## src/rtl/mem_arbiter_pkg.sv

```systemverilog
// ============================================================================
// Module      : mem_arbiter_pkg
// Description : Shared types and constants for the two-port memory arbiter:
//               transaction state encoding, default bus widths and the
//               requester port identifiers.
// Revision    : 1.0 - initial release
// ============================================================================
`default_nettype none

package mem_arbiter_pkg;

  localparam int DEF_ADDR_W = 5;
  localparam int DEF_DATA_W = 8;

  // Requester identifiers; also the encoding of the round-robin 'last' bit.
  localparam logic PORT_FETCH = 1'b0;
  localparam logic PORT_LSU   = 1'b1;

  typedef enum logic [1:0] {
    ST_IDLE  = 2'd0,
    ST_ISSUE = 2'd1,
    ST_WAIT  = 2'd2,
    ST_RESP  = 2'd3
  } state_t;

endpackage

`default_nettype wire

```

## src/rtl/mem_arbiter_if.sv

```systemverilog
// ============================================================================
// Module      : mem_arbiter_if
// Description : Bundle of the two requester handshakes, their responses and
//               the memory control bus.
//               slave  : arbiter side (accepts requests, drives memory).
//               master : environment side (requesters + memory block).
//               rsp0_err / rsp1_err exist only with MEMARB_PROT_EN defined.
// Revision    : 1.0 - initial release
// ============================================================================
`default_nettype none

interface mem_arbiter_if
  import mem_arbiter_pkg::*;
#(
  parameter int ADDR_W = DEF_ADDR_W,
  parameter int DATA_W = DEF_DATA_W
);

  logic              req0_valid, req1_valid;
  logic              req0_ready, req1_ready;
  logic              req0_we,    req1_we;
  logic [ADDR_W-1:0] req0_addr,  req1_addr;
  logic [DATA_W-1:0] req0_wdata, req1_wdata;
  logic              rsp0_valid, rsp1_valid;
  logic [DATA_W-1:0] rsp0_rdata, rsp1_rdata;
`ifdef MEMARB_PROT_EN
  logic              rsp0_err,   rsp1_err;
`endif
  logic [ADDR_W-1:0] mem_addr;
  logic [DATA_W-1:0] mem_data_in;
  logic              mem_read_write;
  logic              mem_en;
  logic [DATA_W-1:0] mem_data_out;

  modport slave (
`ifdef MEMARB_PROT_EN
    output rsp0_err, rsp1_err,
`endif
    input  req0_valid, req1_valid, req0_we, req1_we,
    input  req0_addr, req1_addr, req0_wdata, req1_wdata,
    input  mem_data_out,
    output req0_ready, req1_ready,
    output rsp0_valid, rsp1_valid, rsp0_rdata, rsp1_rdata,
    output mem_addr, mem_data_in, mem_read_write, mem_en
  );

  modport master (
`ifdef MEMARB_PROT_EN
    input  rsp0_err, rsp1_err,
`endif
    output req0_valid, req1_valid, req0_we, req1_we,
    output req0_addr, req1_addr, req0_wdata, req1_wdata,
    output mem_data_out,
    input  req0_ready, req1_ready,
    input  rsp0_valid, rsp1_valid, rsp0_rdata, rsp1_rdata,
    input  mem_addr, mem_data_in, mem_read_write, mem_en
  );

endinterface

`default_nettype wire

```

## src/rtl/mem_arbiter_rr_arb2.sv

```systemverilog
// ============================================================================
// Module      : rr_arb2
// Description : Combinational two-requester round-robin grant.
//               i_valid0/i_valid1 : requests present
//               i_last            : port served most recently
//               o_grant_valid     : at least one request present
//               o_grant           : granted port (0/1)
// Revision    : 1.0 - initial release
// ============================================================================
`default_nettype none

module rr_arb2 (
  input  logic i_valid0,
  input  logic i_valid1,
  input  logic i_last,
  output logic o_grant_valid,
  output logic o_grant
);

  always_comb begin
    o_grant_valid = i_valid0 | i_valid1;
    o_grant       = 1'b0;
    if (i_valid0 && i_valid1) begin
      // Contention: the port not served last time wins.
      o_grant = ~i_last;
    end else if (i_valid1) begin
      o_grant = 1'b1;
    end
  end

endmodule

`default_nettype wire

```

## src/rtl/mem_arbiter.sv

```systemverilog
// ============================================================================
// Module      : mem_arbiter
// Description : Round-robin controller sharing one memory between the fetch
//               port (0) and the load/store port (1). One request at a time,
//               fixed 4-cycle transaction IDLE -> ISSUE -> WAIT -> RESP.
//               clk, rst_n : clock, synchronous active-low reset
//               bus        : mem_arbiter_if.slave (requests, responses,
//                            memory control)
//               Optional MEMARB_PROT_EN: writes at addr >= PROT_BASE are
//               suppressed and answered with rspN_err.
// Revision    : 1.0 - initial release
// ============================================================================
`default_nettype none

module mem_arbiter
  import mem_arbiter_pkg::*;
#(
  parameter int                ADDR_W    = DEF_ADDR_W,
  parameter int                DATA_W    = DEF_DATA_W,
  parameter logic [ADDR_W-1:0] PROT_BASE = ADDR_W'(24)
) (
  input  logic          clk,
  input  logic          rst_n,
  mem_arbiter_if.slave  bus
);

  state_t            r_state, w_state_nxt;
  logic              r_last;
  logic              r_port;
  logic              r_we;
  logic [ADDR_W-1:0] r_addr;
  logic [DATA_W-1:0] r_wdata;
  logic [DATA_W-1:0] r_rdata0, r_rdata1;
  logic              w_grant_valid, w_grant;
  logic              w_sel_we;
  logic [ADDR_W-1:0] w_sel_addr;
  logic [DATA_W-1:0] w_sel_wdata;
  logic              w_blk;

  rr_arb2 u_rr_arb2 (
    .i_valid0      (bus.req0_valid),
    .i_valid1      (bus.req1_valid),
    .i_last        (r_last),
    .o_grant_valid (w_grant_valid),
    .o_grant       (w_grant)
  );

  assign w_sel_we    = w_grant ? bus.req1_we    : bus.req0_we;
  assign w_sel_addr  = w_grant ? bus.req1_addr  : bus.req0_addr;
  assign w_sel_wdata = w_grant ? bus.req1_wdata : bus.req0_wdata;

`ifdef MEMARB_PROT_EN
  logic r_blk;
  assign w_blk = r_blk;

  always_ff @(posedge clk) begin
    if (!rst_n) begin
      r_blk <= 1'b0;
    end else if (r_state == ST_IDLE && w_grant_valid) begin
      r_blk <= w_sel_we && (w_sel_addr >= PROT_BASE);
    end
  end
`else
  logic w_unused_prot;
  assign w_blk         = 1'b0;
  assign w_unused_prot = ^PROT_BASE;
`endif

  // State register and transaction registers.
  always_ff @(posedge clk) begin
    if (!rst_n) begin
      r_state  <= ST_IDLE;
      r_last   <= PORT_LSU;   // so the fetch port wins the first contention
      r_port   <= PORT_FETCH;
      r_we     <= 1'b0;
      r_addr   <= '0;
      r_wdata  <= '0;
      r_rdata0 <= '0;
      r_rdata1 <= '0;
    end else begin
      r_state <= w_state_nxt;
      if (r_state == ST_IDLE && w_grant_valid) begin
        r_port  <= w_grant;
        r_last  <= w_grant;
        r_we    <= w_sel_we;
        r_addr  <= w_sel_addr;
        r_wdata <= w_sel_wdata;
      end
      // Memory data is valid the cycle after the strobe, i.e. in WAIT.
      // Each port keeps its last response data until its next response.
      if (r_state == ST_WAIT) begin
        if (r_port == PORT_LSU) begin
          r_rdata1 <= r_we ? '0 : bus.mem_data_out;
        end else begin
          r_rdata0 <= r_we ? '0 : bus.mem_data_out;
        end
      end
    end
  end

  assign bus.rsp0_rdata = r_rdata0;
  assign bus.rsp1_rdata = r_rdata1;

  // Next state and decoded outputs.
  always_comb begin
    w_state_nxt        = r_state;
    bus.req0_ready     = 1'b0;
    bus.req1_ready     = 1'b0;
    bus.rsp0_valid     = 1'b0;
    bus.rsp1_valid     = 1'b0;
    bus.mem_en         = 1'b0;
    bus.mem_addr       = '0;
    bus.mem_data_in    = '0;
    bus.mem_read_write = 1'b0;
`ifdef MEMARB_PROT_EN
    bus.rsp0_err       = 1'b0;
    bus.rsp1_err       = 1'b0;
`endif
    // Memory bus holds the latched transaction from ISSUE through RESP.
    if (r_state != ST_IDLE) begin
      bus.mem_addr       = r_addr;
      bus.mem_data_in    = r_wdata;
      bus.mem_read_write = r_we;
    end
    case (r_state)
      ST_IDLE: begin
        bus.req0_ready = w_grant_valid && (w_grant == PORT_FETCH);
        bus.req1_ready = w_grant_valid && (w_grant == PORT_LSU);
        if (w_grant_valid) begin
          w_state_nxt = ST_ISSUE;
        end
      end
      ST_ISSUE: begin
        bus.mem_en  = ~w_blk;
        w_state_nxt = ST_WAIT;
      end
      ST_WAIT: begin
        w_state_nxt = ST_RESP;
      end
      ST_RESP: begin
        bus.rsp0_valid = (r_port == PORT_FETCH);
        bus.rsp1_valid = (r_port == PORT_LSU);
`ifdef MEMARB_PROT_EN
        bus.rsp0_err   = w_blk && (r_port == PORT_FETCH);
        bus.rsp1_err   = w_blk && (r_port == PORT_LSU);
`endif
        w_state_nxt    = ST_IDLE;
      end
      default: begin
        w_state_nxt = ST_IDLE;
      end
    endcase
  end

endmodule

`default_nettype wire

```

## src/flat_wrapper.sv

```systemverilog
// flat-port wrapper written by rule: the top's interface ports become plain ports
module mem_arbiter_flat import mem_arbiter_pkg::*;
#(
  parameter int                ADDR_W    = DEF_ADDR_W,
  parameter int                DATA_W    = DEF_DATA_W,
  parameter logic [ADDR_W-1:0] PROT_BASE = ADDR_W'(24)
)
  (clk, rst_n, bus_req0_valid, bus_req1_valid, bus_req0_we, bus_req1_we, bus_req0_addr, bus_req1_addr, bus_req0_wdata, bus_req1_wdata, bus_mem_data_out, bus_req0_ready, bus_req1_ready, bus_rsp0_valid, bus_rsp1_valid, bus_rsp0_rdata, bus_rsp1_rdata, bus_mem_addr, bus_mem_data_in, bus_mem_read_write, bus_mem_en);
  mem_arbiter_if #(.ADDR_W(ADDR_W), .DATA_W(DATA_W)) bus_i ();
  input  logic clk;
  input  logic rst_n;
  input wire logic [$bits(bus_i.req0_valid)-1:0] bus_req0_valid;
  input wire logic [$bits(bus_i.req1_valid)-1:0] bus_req1_valid;
  input wire logic [$bits(bus_i.req0_we)-1:0] bus_req0_we;
  input wire logic [$bits(bus_i.req1_we)-1:0] bus_req1_we;
  input wire logic [$bits(bus_i.req0_addr)-1:0] bus_req0_addr;
  input wire logic [$bits(bus_i.req1_addr)-1:0] bus_req1_addr;
  input wire logic [$bits(bus_i.req0_wdata)-1:0] bus_req0_wdata;
  input wire logic [$bits(bus_i.req1_wdata)-1:0] bus_req1_wdata;
  input wire logic [$bits(bus_i.mem_data_out)-1:0] bus_mem_data_out;
  output wire logic [$bits(bus_i.req0_ready)-1:0] bus_req0_ready;
  output wire logic [$bits(bus_i.req1_ready)-1:0] bus_req1_ready;
  output wire logic [$bits(bus_i.rsp0_valid)-1:0] bus_rsp0_valid;
  output wire logic [$bits(bus_i.rsp1_valid)-1:0] bus_rsp1_valid;
  output wire logic [$bits(bus_i.rsp0_rdata)-1:0] bus_rsp0_rdata;
  output wire logic [$bits(bus_i.rsp1_rdata)-1:0] bus_rsp1_rdata;
  output wire logic [$bits(bus_i.mem_addr)-1:0] bus_mem_addr;
  output wire logic [$bits(bus_i.mem_data_in)-1:0] bus_mem_data_in;
  output wire logic [$bits(bus_i.mem_read_write)-1:0] bus_mem_read_write;
  output wire logic [$bits(bus_i.mem_en)-1:0] bus_mem_en;
  assign bus_i.req0_valid = bus_req0_valid;
  assign bus_i.req1_valid = bus_req1_valid;
  assign bus_i.req0_we = bus_req0_we;
  assign bus_i.req1_we = bus_req1_we;
  assign bus_i.req0_addr = bus_req0_addr;
  assign bus_i.req1_addr = bus_req1_addr;
  assign bus_i.req0_wdata = bus_req0_wdata;
  assign bus_i.req1_wdata = bus_req1_wdata;
  assign bus_i.mem_data_out = bus_mem_data_out;
  assign bus_req0_ready = bus_i.req0_ready;
  assign bus_req1_ready = bus_i.req1_ready;
  assign bus_rsp0_valid = bus_i.rsp0_valid;
  assign bus_rsp1_valid = bus_i.rsp1_valid;
  assign bus_rsp0_rdata = bus_i.rsp0_rdata;
  assign bus_rsp1_rdata = bus_i.rsp1_rdata;
  assign bus_mem_addr = bus_i.mem_addr;
  assign bus_mem_data_in = bus_i.mem_data_in;
  assign bus_mem_read_write = bus_i.mem_read_write;
  assign bus_mem_en = bus_i.mem_en;
  mem_arbiter #(.ADDR_W(ADDR_W), .DATA_W(DATA_W), .PROT_BASE(PROT_BASE)) u_core (.clk(clk), .rst_n(rst_n), .bus(bus_i));
endmodule
```

## config.mk

```make
export PLATFORM = sky130hd
export DESIGN_NAME = mem_arbiter_flat
export DESIGN_NICKNAME = d
export VERILOG_FILES = /design/src/rtl/mem_arbiter_pkg.sv /design/src/rtl/mem_arbiter_if.sv /design/src/rtl/mem_arbiter_rr_arb2.sv /design/src/rtl/mem_arbiter.sv /design/src/flat_wrapper.sv
export SDC_FILE = /design/constraint.sdc
export NUM_CORES = 1
export LEC_CHECK = 0
export CAP_MARGIN = 40
export CELL_PAD_IN_SITES_DETAIL_PLACEMENT = 0
export CELL_PAD_IN_SITES_GLOBAL_PLACEMENT = 2
export CORE_MARGIN = 5
export CORE_UTILIZATION = 26
export DETAILED_ROUTE_END_ITERATION = 10
export PLACE_DENSITY_LB_ADDON = 0.1
export SLEW_MARGIN = 30
export SYNTH_ARGS = -nofsm -noshare
export SYNTH_HDL_FRONTEND = slang
export SYNTH_HIERARCHICAL = 1
export SYNTH_SLANG_ARGS = --single-unit
```

## constraint.sdc

```tcl
create_clock -name clk -period 3.8 [get_ports clk]
set_input_delay 0.76 -clock clk [delete_from_list [all_inputs] [get_ports clk]]
set_output_delay 0.76 -clock clk [all_outputs]
set_load 0.005 [all_outputs]
```

==> impl_results.md <==
* Congestion Overflow GR at 0
* Hold buffers post-CTS at 0
* Core ar. at 0.00635 mm^2
* Die Wd at 91.0 um
* Largest net degree at the start of global routing at 30
* # port buffers at 74
* Via count of the routed design at ~1400
* Synth Area in Compound Gates at approximately an eighth
* R2R Path Start: u_core/r_state[0]
* R2R Setup Slk at ~2.2 ns
* Final hold violation count at 0
* Synth Area in Simple Gates at a little over 20%
* Leak at 1.02 nW
* Boundary Pins at 75
* CP Data Required Time at between 3 and 4 ns
* Worst R2R End: u_core/bus.rsp0_rdata[6]
* Layout cells sized above 1 at between 10 and 15%
* Synth Area in Adders at under 10%
* Antenna-violating nets left at 0
* Crit path max fanout at 16
* DRC Markers at 0
* Finish-stage setup viols at 0
* Internal power at 0.971 mW
* Setup bufs post-CTS at 0
* Clock-pin slew of the registers on the worst-case setup and hold paths at roughly 0.07 ns
* Worst Path Arrival at approximately 2.2 ns
* Sw frac at 32.9%
* XOR/XNOR share of the synthesized area at 0%
* Vias in the first global route at around 1500
* Clock Latency Late Sink at roughly 0.28 ns
* Combinational group share of total power at between 40% and 50%
* VDD IR max at 233 uV
* Die area at roughly 0.0083 mm^2
* Multiplexer share of the synthesized area at between 15 and 20%
* RSZ-0062 raised after global routing: false
* Pwr Total at between 1 and 1.5 mW
* Commonest non-fill, non-tap cell in the layout: clkdlybuf4s50_1
* Post-Syn Area per Cell at a little over 10 um^2
* # resized after CTS at 0
* Via density per instance at around 4.4
* Hold WC Path Type: reg2reg
* Critical path type: in2out
* Relative max-transition margin at around three fifths
* Max Cap Viol at 0
* P per Cell Area at ~560 mW/mm^2
* Routed WL at 4.47 mm
* Drt first pass iters at 4
* Yosys warnings at 6
* Worst slack, placed at ~0.8 ns
* HP Start: u_core/r_last
* Gr usage total at a little over a tenth
* CTS tree: yes
* Clock Skew at 0.00714 ns
* Antenna cells at 0
* Slew Limit Fails at 0
* Syn Inst Count at 169
* Clk buf depth at 2
* Cell area after synthesis at roughly 0.0017 mm^2
* Vert. Die Dim at between 90 and 100 um
* Largest family of logic cells by synthesized area: simple AND/OR/NAND/NOR gates
* Setup_tns at 0 ns
* CTS Sinks at 34
* Cell Rows at 29
* Yosys cell types at 26
* Nature of the critical path endpoint: output pin
* Nets@finish at 287
* Starting Density at 26.8%
* Fin crit period at roughly 3 ns
* Initial DRC count at 30
* Placed cell areas at roughly 0.0025 mm^2
* Initial antenna violation count at 0
* Clock power frac at 21.3%
* Root buffer cell: clkbuf_8
* R2R cell count at 5
* First-pass GRT wire length at 7.29 mm
* H-tree depth at 2
* Setup crit start kind: input pin
* FMAX at 0.335 GHz
* Sw power at 0.476 mW
* Register area share after synthesis at ~40%
* Cts bufs inserted at 5
* Hold Path Stages at 2
* Commonest cells after routing, fill and taps aside: clkdlybuf4s50_1 (74), dfxtp_1 (34), mux2i_1 (31)
* Seq cells post-synth at 34
* Post-synth net total at between 200 and 250
* Worst-Margin Slew at roughly 0.6 ns
* Fin crit share at around four fifths
* GPL Wtd Cong at between 0.7 and 0.8
* Layout area overhead at 52.1%
* Post-route cell area at between 0.002 and 0.003 mm^2
* Hpwl dp at between 3 and 4 mm
* Hold endpoint: u_core/r_last
* Routed WL per cell at around 14 um
* Sequential share of power at 34.7%
* Outcome: complete, no violations
* Final setup margin at 0.812 ns
worst max path at each step:
stage,start,end,slack (ns),depth (start not counted)
after floorplan,bus_req1_valid,bus_req1_ready,1.65,4
after global placement,bus_req1_valid,bus_req0_ready,0.83,5
after detailed placement,bus_req1_valid,bus_req0_ready,0.80,5
after CTS,bus_req1_valid,bus_req0_ready,0.80,5
after global routing,bus_req1_valid,bus_req0_ready,0.75,5
final,bus_req1_valid,bus_req0_ready,0.81,5
metrics by stage:
step,hold WS [ns],utilization [%],std cells
after floorplan,0.440,-,169
after global placement,0.500,38.8,311
after detailed placement,0.508,39.1,312
after CTS,0.515,40.8,320
after global routing,0.535,40.8,320
final,0.503,40.8,320
cell families after synthesis:
group,after synthesis
simple gates,55
flops,34
compound gates,32
mux,31
buf+inv,12
fa+ha+maj,5
layer usage:
metal / GRT usage (%) / share of wire (%)
met1: 12.4 / 41
met2: 18.6 / 50
met3: 4.21 / 7.5
met4: 4.16 / 1.7
met5: 0 / 0
cell usage after synthesis:
cell	instances	area, um^2
dfxtp_1	34	681
mux2i_1	31	310
nor2b_1	28	175
o21ai_0	11	55.1
a21oi_2	10	87.6
and2b_2	7	61.3
buf_6	6	67.6
a21oi_1	5	25.0
and2b_1	5	37.5
ha_1	5	62.6
nand2_1	5	18.8
o21ai_1	4	20.0
a21boi_1	2	15.0
clkbuf_1	2	7.51
inv_1	2	7.51
nor2_1	2	7.51
and2_1	1	6.26
and2_4	1	8.76
and3_1	1	6.26
buf_1	1	3.75
clkbuf_4	1	7.51
nand2_2	1	6.26
nand2b_1	1	6.26
nand3_1	1	5.00
nor2b_2	1	8.76
or2_1	1	6.26
registers in the layout, indices dropped and copies added, names as in the netlist:
name and count:
u_core/bus.rsp0_rdata 8, u_core/bus.rsp1_rdata 8, u_core/r_wdata 8, u_core/r_addr 5, u_core/r_state 2, u_core/r_last 1, u_core/r_port 1, u_core/r_we 1
worst max-delay path, stage by stage:
cell and delay [ns]:
clkdlybuf4s50_1 0.47, a21boi_2 0.16, buf_4 0.29, nor2_1 0.08
clkdlybuf4s50_1 0.46
power by group through the flow:
| stage | Combinational (mW) | Clock, mW | Sequential (mW) |
|---|---|---|---|
| after floorplan | 0.423 | 0 | 0.494 |
| after global placement | 0.641 | 0 | 0.508 |
| after detailed placement | 0.653 | 0 | 0.510 |
| after CTS | 0.656 | 0.326 | 0.504 |
| after global routing | 0.709 | 0.346 | 0.513 |
| final | 0.636 | 0.309 | 0.502 |
cell type report:
class | instances | area, um^2
timing repair buffer | 76 | 763
inverter | 2 | 7.51
tap | 77 | 96.3
sequential | 34 | 681
fill | 625 | 3760
multi-input combinational | 123 | 933
clock buffer | 8 | 110
(Power assumes the default switching activity.)
